`config.mk`:
```
export PLATFORM = sky130hd
export DESIGN_NAME = tick_scheduler
export DESIGN_NICKNAME = d
export VERILOG_FILES = /design/src/rtl/snake_pkg.sv /design/src/rtl/speed_period.sv /design/src/rtl/tick_scheduler.sv
export SDC_FILE = /design/constraint.sdc
export NUM_CORES = 1
export LEC_CHECK = 0
export ABC_AREA = 1
export CAP_MARGIN = 25
export CORE_MARGIN = 2
export CORE_UTILIZATION = 50
export DETAILED_ROUTE_END_ITERATION = 6
export GPL_TIMING_DRIVEN = 0
export HOLD_SLACK_MARGIN = 0.15
export MAX_ROUTING_LAYER = met4
export PLACE_DENSITY_LB_ADDON = 0.05
export REMOVE_ABC_BUFFERS = 1
export SLEW_MARGIN = 20
export SYNTH_ARGS = -nofsm -noshare
export SYNTH_HDL_FRONTEND = slang
export SYNTH_SLANG_ARGS = --single-unit
```
`constraint.sdc`:
```
create_clock -name clk -period 2.8 [get_ports clk]
set_input_delay 0.28 -clock clk [delete_from_list [all_inputs] [get_ports clk]]
set_output_delay 0.28 -clock clk [all_outputs]
set_load 0.005 [all_outputs]
```
`src/rtl/snake_pkg.sv`:
```
// Shared types and default speed constants for the snake core.
package snake_pkg;

  typedef enum logic [1:0] {
    IDLE  = 2'd0,
    RUN   = 2'd1,
    PAUSE = 2'd2,
    OVER  = 2'd3
  } tick_state_t;

  localparam int unsigned DefDwidth      = 8;
  localparam int unsigned DefLevels      = 8;
  localparam int unsigned DefBasePeriod  = 30;
  localparam int unsigned DefStepPeriod  = 3;
  localparam int unsigned DefMinPeriod   = 6;

endpackage

```
`src/rtl/speed_period.sv`:
```
// Combinational speed level to tick period map, floored at MIN_PERIOD without underflow.
module speed_period
  import snake_pkg::*;
#(
  parameter int unsigned dwidth      = DefDwidth,
  parameter int unsigned LW          = $clog2(DefLevels),
  parameter int unsigned BASE_PERIOD = DefBasePeriod,
  parameter int unsigned STEP_PERIOD = DefStepPeriod,
  parameter int unsigned MIN_PERIOD  = DefMinPeriod
) (
  input  logic [LW-1:0]     level_i,
  output logic [dwidth-1:0] period_o
);

  localparam logic [31:0] Span = 32'(BASE_PERIOD - MIN_PERIOD);

  logic [31:0] reduction;

  always_comb begin
    reduction = 32'(level_i) * STEP_PERIOD;
    // Compare against the span first so the subtraction can never wrap.
    if (reduction >= Span) begin
      period_o = dwidth'(MIN_PERIOD);
    end else begin
      period_o = dwidth'(32'(BASE_PERIOD) - reduction);
    end
  end

endmodule

```
`src/rtl/tick_scheduler.sv`:
```
// Game-speed controller: counts frame strobes into game ticks and sequences run/pause/over.
module tick_scheduler
  import snake_pkg::*;
#(
  parameter int unsigned dwidth      = DefDwidth,
  parameter int unsigned LEVELS      = DefLevels,
  parameter int unsigned BASE_PERIOD = DefBasePeriod,
  parameter int unsigned STEP_PERIOD = DefStepPeriod,
  parameter int unsigned MIN_PERIOD  = DefMinPeriod,
  localparam int unsigned LW         = $clog2(LEVELS)
) (
  input  logic          clk,
  input  logic          reset,
  input  logic          frame_en,
  input  logic          start,
  input  logic          pause,
  input  logic          speed_up,
  input  logic          game_over,
  output logic          tick,
  output logic [LW-1:0] level,
  output logic [1:0]    state,
  output logic          running
);

  localparam logic [LW-1:0] MaxLevel = LW'(LEVELS - 1);

  tick_state_t       state_q, state_d;
  logic [dwidth-1:0] count_q, count_d;
  logic [LW-1:0]     level_q, level_d;
  logic              tick_q, tick_d;
  logic [dwidth-1:0] period;

  speed_period #(
    .dwidth      (dwidth),
    .LW          (LW),
    .BASE_PERIOD (BASE_PERIOD),
    .STEP_PERIOD (STEP_PERIOD),
    .MIN_PERIOD  (MIN_PERIOD)
  ) u_speed_period (
    .level_i  (level_q),
    .period_o (period)
  );

  always_comb begin
    state_d = state_q;
    count_d = count_q;
    level_d = level_q;
    tick_d  = 1'b0;
    unique case (state_q)
      IDLE, OVER: begin
        if (start) begin
          state_d = RUN;
          count_d = '0;
          level_d = '0;
        end
      end
      RUN: begin
        if (game_over) begin
          state_d = OVER;
        end else if (pause) begin
          state_d = PAUSE;
        end else begin
          // >= catches a count left above a period that just shrank.
          if (frame_en) begin
            if (count_q >= period - dwidth'(1)) begin
              count_d = '0;
              tick_d  = 1'b1;
            end else begin
              count_d = count_q + dwidth'(1);
            end
          end
          if (speed_up && (level_q != MaxLevel)) begin
            level_d = level_q + LW'(1);
          end
        end
      end
      PAUSE: begin
        if (game_over) begin
          state_d = OVER;
        end else if (pause) begin
          state_d = RUN;
        end
      end
    endcase
  end

  always_ff @(posedge clk or posedge reset) begin
    if (reset) begin
      state_q <= IDLE;
      count_q <= '0;
      level_q <= '0;
      tick_q  <= 1'b0;
    end else begin
      state_q <= state_d;
      count_q <= count_d;
      level_q <= level_d;
      tick_q  <= tick_d;
    end
  end

  assign tick    = tick_q;
  assign level   = level_q;
  assign state   = state_q;
  assign running = (state_q == RUN);

endmodule

```
---- Yosys cells after proc, flatten, opt, wreduce, memory -nomap -nowiden ----
Cells that the tools add are included.
word-level totals
  bits of input ports ..................... 7
  output and inout bits ................... 7
  register bits ........................... 14
cells by class
  add/sub/neg operators ................... 4
  reduce and logical (&&, ||, !) cells .... 7
  mux-type cells .......................... 23
  magnitude comparators ................... 2
  multipliers ............................. 1
  eq/ne operators ......................... 11
operators with widths
  operator                                                number
  2-to-1 mux 8 bit                                        6
  case mux 8 bit (2 select lines)                         1
  2-to-1 mux 3 bit                                        4
  2-to-1 mux 2 bit                                        5
  AND reduction 5 bit                                     2
  inequality test 3 bit (second input constant)           3
  adder 8 x 1 -> 8 bit (second input constant)            1
  >= comparator 8 bit                                     1
  inequality test 2 bit (second input constant)           4
  subtractor 8 x 1 -> 8 bit (second input constant)       1
  case mux 2 bit (3 select lines)                         1
  case mux 3 bit (2 select lines)                         1
  subtractor 5 x 5 -> 6 bit (first input constant)        1
  >= comparator 5 bit (second input constant)             1
  multiplier 3 x 2 -> 5 bit (second input constant)       1
  2-to-1 mux 1 bit                                        5
  equality test 2 bit (second input constant)             2
  adder 3 x 1 -> 3 bit (second input constant)            1
  AND reduction 3 bit                                     1
  equality test 2 x 1 -> 1 bit (second input constant)    1
  zero test 2 bit                                         1
  inequality test 2 x 1 -> 1 bit (second input constant)  1
  nonzero test 2 bit                                      1
  OR reduction 2 bit                                      1
  logical AND 1 bit                                       1

---- Depth between registers and ports, before layout ----
  depth after elaboration ................. 10
  gate-level depth with buffers ........... 21

---- Modules after synthesis ----
A second synthesis with hierarchy kept.
second synthesis, totals
  cells, all modules ...................... 209
  area, all modules ....................... 1,441.4 um^2
modules (own cells, without submodules)
  module          seq. area each (um^2)  cells an instance  area an instance (um^2)  times used
  tick_scheduler  350.3                  168                1,198.6                  1
  speed_period    0.0                    41                 242.7                    1

---- Worst setup path before layout ----
Ideal clock, no wire load.
  path type ............................... reg2reg
  start ................................... register level_q[0] (netlist: level[0])
  end ..................................... register count_q[4]
  setup slack ............................. -10 ps
  cell stages (with the launch flop) ...... 22
  data required time ...................... 2,680 ps
  clock period less this slack ............ 2,810 ps
  arrival time ............................ 2,691 ps
  path through ............................ dfrtp_1 -> ha_1 -> inv_1 -> fa_1 -> xnor2_2 -> nand2_1 -> nand3_1 -> inv_1 -> ha_1 -> nand2_1 -> nor2_1 -> nand2_1 -> nand2_1 -> inv_1 -> ha_1 -> nand2_1 -> nor2_1 -> nand4_1 -> nand4_1 -> nand2_1 -> inv_2 -> nor2_1
between the ends
  cells in the longest elaborated chain, start to end .. 10
  elaborated cells between the ends (all ways) .. 11
  classes of those cells .................. add/sub: 2; mul: 1; order compare: 2; mux: 6
ends and longest elaborated chain
  what                                                                     line                                    text
  start, declared                                                          tick_scheduler.sv:29                    logic [LW-1:0] level_q, level_d;
  start signal, assigned                                                   tick_scheduler.sv:96                    level_q <= level_d;
  multiplier 3 x 2 -> 5 bit (*)                                            speed_period.sv:20                      reduction = 32'(level_i) * STEP_PERIOD;
  subtractor 5 x 5 -> 6 bit / >= comparator 5 bit (equally long branches)  speed_period.sv:25, speed_period.sv:22
  2-to-1 mux 8 bit (*)                                                     speed_period.sv:22                      if (reduction >= Span) begin
  subtractor 8 x 1 -> 8 bit (*)                                            tick_scheduler.sv:65                    if (count_q >= period - dwidth'(1)) begin
  >= comparator 8 bit (*)                                                  tick_scheduler.sv:65
  2-to-1 mux 8 bit (*)                                                     tick_scheduler.sv:65
  2-to-1 mux 8 bit (*)                                                     tick_scheduler.sv:64                    if (frame_en) begin
  2-to-1 mux 8 bit (*)                                                     tick_scheduler.sv:60                    end else if (pause) begin
  2-to-1 mux 8 bit (*)                                                     tick_scheduler.sv:58                    if (game_over) begin
  case mux 8 bit (2 select lines) (*)                                      tick_scheduler.sv:49                    unique case (state_q)
  end signal, assigned                                                     tick_scheduler.sv:95                    count_q <= count_d;
  end, declared                                                            tick_scheduler.sv:28                    logic [dwidth-1:0] count_q, count_d;
Every way passes the cells marked *; elsewhere a longest branch is shown, timed or not. The select of a mux whose other input is x is not followed.
A chain may end at the register's enable or synchronous reset.

---- Worst setup path in the final report ----
  start ................................... register level_q[1] (netlist: level[1])
  end ..................................... register count_q[2]
The elaborated chain is that of the path after synthesis.

==> summary.md <==
| Metric | Value |
|---|---|
| Fin worst setup slack | -165.7 ps |
| Setup crit end kind | register |
| Slowest CP cell | dfrtp_1 |
| Initial detailed-routing violation count | 22 |
| Layout Utilization | 0.6816 |
| Critical path type | reg -> reg |
| CTS tree | done |
| Syn Std Cell Area | 1265 um^2 |
| Largest net degree at the start of global routing | 15 |
| Post-Route WL | 2.713 mm |
| Reg-to-Reg Start | level[1] |
| Initial antenna violation count | 0 |
| Vias in the first global route | 1,019 |
| Die Y | 54.30 um |
| Die width | 54.30 um |
| Synth top area share | 0.2770 |
| Row count | 18 |
| Pwr Total | 1.843 mW |
| Number of port buffers | 13 |
| CP delay by family, top | simple AND/OR/NAND/NOR gates |
| Relative slew slack | 0.6419 |
| Clk Latency, worst-skew pair | 290 ps |
| DP Area | 1410 um^2 |
| Crit path from | level[1] |
| Setup-failing EPs final | 9 |
| YS warnings | 0 |
| Most common cell after layout, fill and taps aside | nand2_1 |
| Core area | 2432 um^2 |
| Hpwl dp | 1.914 mm |
| Peak supply drop | 865.6 uV |
| Via/cell ratio | 4.991 |
| Yosys cell types | 25 |
| CP max FO | 6 |
| Synth area leaders | dfrtp_1, ha_1, nand2_1 |
| Post-synthesis sequential area ratio | 0.2770 |
| Slew @ Worst Pin | 536.5 ps |
| IO Pins | 14 |
| Most frequent cells in the layout | nand2_1, inv_1, ha_1, clkdlybuf4s50_1 |
| Cell count after placement | 214 |
| Max Root-Sink Buffers | 2 |
| Post-synth EDFFs | 0 |
| Failing checks | setup timing |
| CTS root buf | clkbuf_4 |
| Total GRT Usage | 0.2066 |
| Buf/Inv on CP | 3 |
| CP Data Required Time | 2980 ps |
| Leak | 0.8777 nW |
| Area Growth Syn to Fin | 31.06% |
| Worst Skew | 6.681 ps |
| Filler Cells Inserted | 212 |
| Worst Setup Start Kind | register |
| Final hold vios | 0 |
| Grt total ovfl | 0 |
| Cell mode on critical path | nand2_1 |
| Max_cap viols | 0 |
| Routability cong. | 0.7837 |
| Fin crit share | 1.059 |
| Die area | 2948 um^2 |
| Status | complete, but fails checks |
| Hold Slack | 322.4 ps |
| Crit-path cells | ha_2, inv_2, fa_2, xnor2_2, nand2_2, nand2_2, ha_4, nand2_2, nor2_1, nand2_1, nand2_1, inv_1, ha_1, nand2_1, nor2_2, nand4_1, nand4_1, nand2_1, inv_2, nor2_1 |
| # diodes | 0 |
| Drt first pass iters | 4 |
| First-pass GRT wire length | 4.181 mm |
| Fin. max-slew vios | 0 |
| Post-Synthesis Cells | 173 |
| Final Critical Period | 2966 ps |
| Routed WL per cell | 11.85 um |
| Unrepaired setup endpoints after global routing | true |
| Worst-path clk slew | 90 ps |
| Area leader, netlist | dfrtp_1 |
| Synthesized flop and latch total | 14 |
| Residual DRC count | 0 |
| Synthesized area per cell | 7.312 um^2 |
| H-tree lvl count | 1 |
| Max stage delay on crit path | 420 ps |
| Worst slack at placement | -330.8 ps |
| Clk sink count | 14 |
| Share of layout cells above drive strength 1 | 0.2513 |
| Final ANT Viol Nets | 0 |
| Cell area after layout | 1658 um^2 |
| CTS Buf Count | 3 |
| Synth Flop Type | dfrtp_1 |
| Pwr dens | 1111 nW/um^2 |
| Fmax | 337.2 MHz |
| Async SR Flop Fraction | 1.000 |
| Worst hold path class | in -> async |
| Total number of vias | 1,143 |
| Final std cells w/o fill | 229 |
| Initial core utilization | 0.5201 |
| Arrival @ worst endpoint | 3150 ps |
| Nets | 225 |
| Setup TNS | -1158 ps |
where the power goes:
part	switching, mW	internal [mW]
clock network	0.0700	0.0792
registers	0.0573	0.255
logic	0.747	0.634
total	0.874	0.968
worst register-to-register path, delay by kind of cell, from the launching register on:
| kind | cells | cell delay (ps) |
|---|---|---|
| adder cells (fa/ha/maj) | 4 | 950 |
| buffers and inverters | 3 | 200 |
| flip-flops | 1 | 420 |
| XOR/XNOR | 1 | 230 |
| AND/OR/NAND/NOR | 12 | 1070 |
path summary, 6_finish.rpt:
check	to	slack, ps	cells after the start
max	count_q[2]	-170	20
min	count_q[5]	320	2
max reg2reg	count_q[2]	-170	20
min reg2reg	state[1]	560	2
max in group asynchronous	level[2]	2090	2
min in group clk	state[1]	560	2
layer usage:
metal	part of all wire	wire, um	up-vias	track usage
met5	0	0	-	-
li1	-	-	597	-
met2	0.56	1512	21	0.3916
met1	0.41	1115	525	0.2171
met4	0	0	0	0.03333
met3	0.031	85	0	0.05191
synth_stat cells, drive strengths merged (2+ instances only):
cell   instances
nand3          8
buf            2
dfrtp         14
ha            17
nand2         50
xnor2          5
o21ai          6
a21oi          5
inv           32
nor2          17
xor2           3
nand4          7
layout make-up:
class | count | area, um^2 | area share
flip-flops and latches | 14 | 352.8 | 0.2128
inverters | 32 | 122.6 | 0.07396
well taps | 30 | 37.54 | 0.02264
multi-input cells | 125 | 895.9 | 0.5404
clock buffers | 4 | 36.28 | 0.02189
repair buffers | 24 | 212.7 | 0.1283
repair_timing:
item | CTS | global route
setup buffers | 9 | 2
endpoints found under the setup margin | 9 | 9
resized for setup | 19 | 10
pin swaps | 9 | 1
hold buffers | 0 | 0
state kept, by name (all words and copies together) (netlist names):
name     flops
count_q      8
level        3
state        2
tick         1
logic make-up (layout without fill, tap and decap cells):
group / after synthesis / count (layout) / share of synthesized area
adder cells (fa/ha/maj): 18 / 18 / 0.1840
AND/OR/NAND/NOR: 84 / 84 / 0.2958
flip-flops: 14 / 14 / 0.2770
XOR/XNOR: 8 / 8 / 0.06133
AO/OA/AOI/OAI: 15 / 15 / 0.06726
buffers and inverters: 34 / 60 / 0.1147
Note: power is estimated with default switching activity, not from simulation.
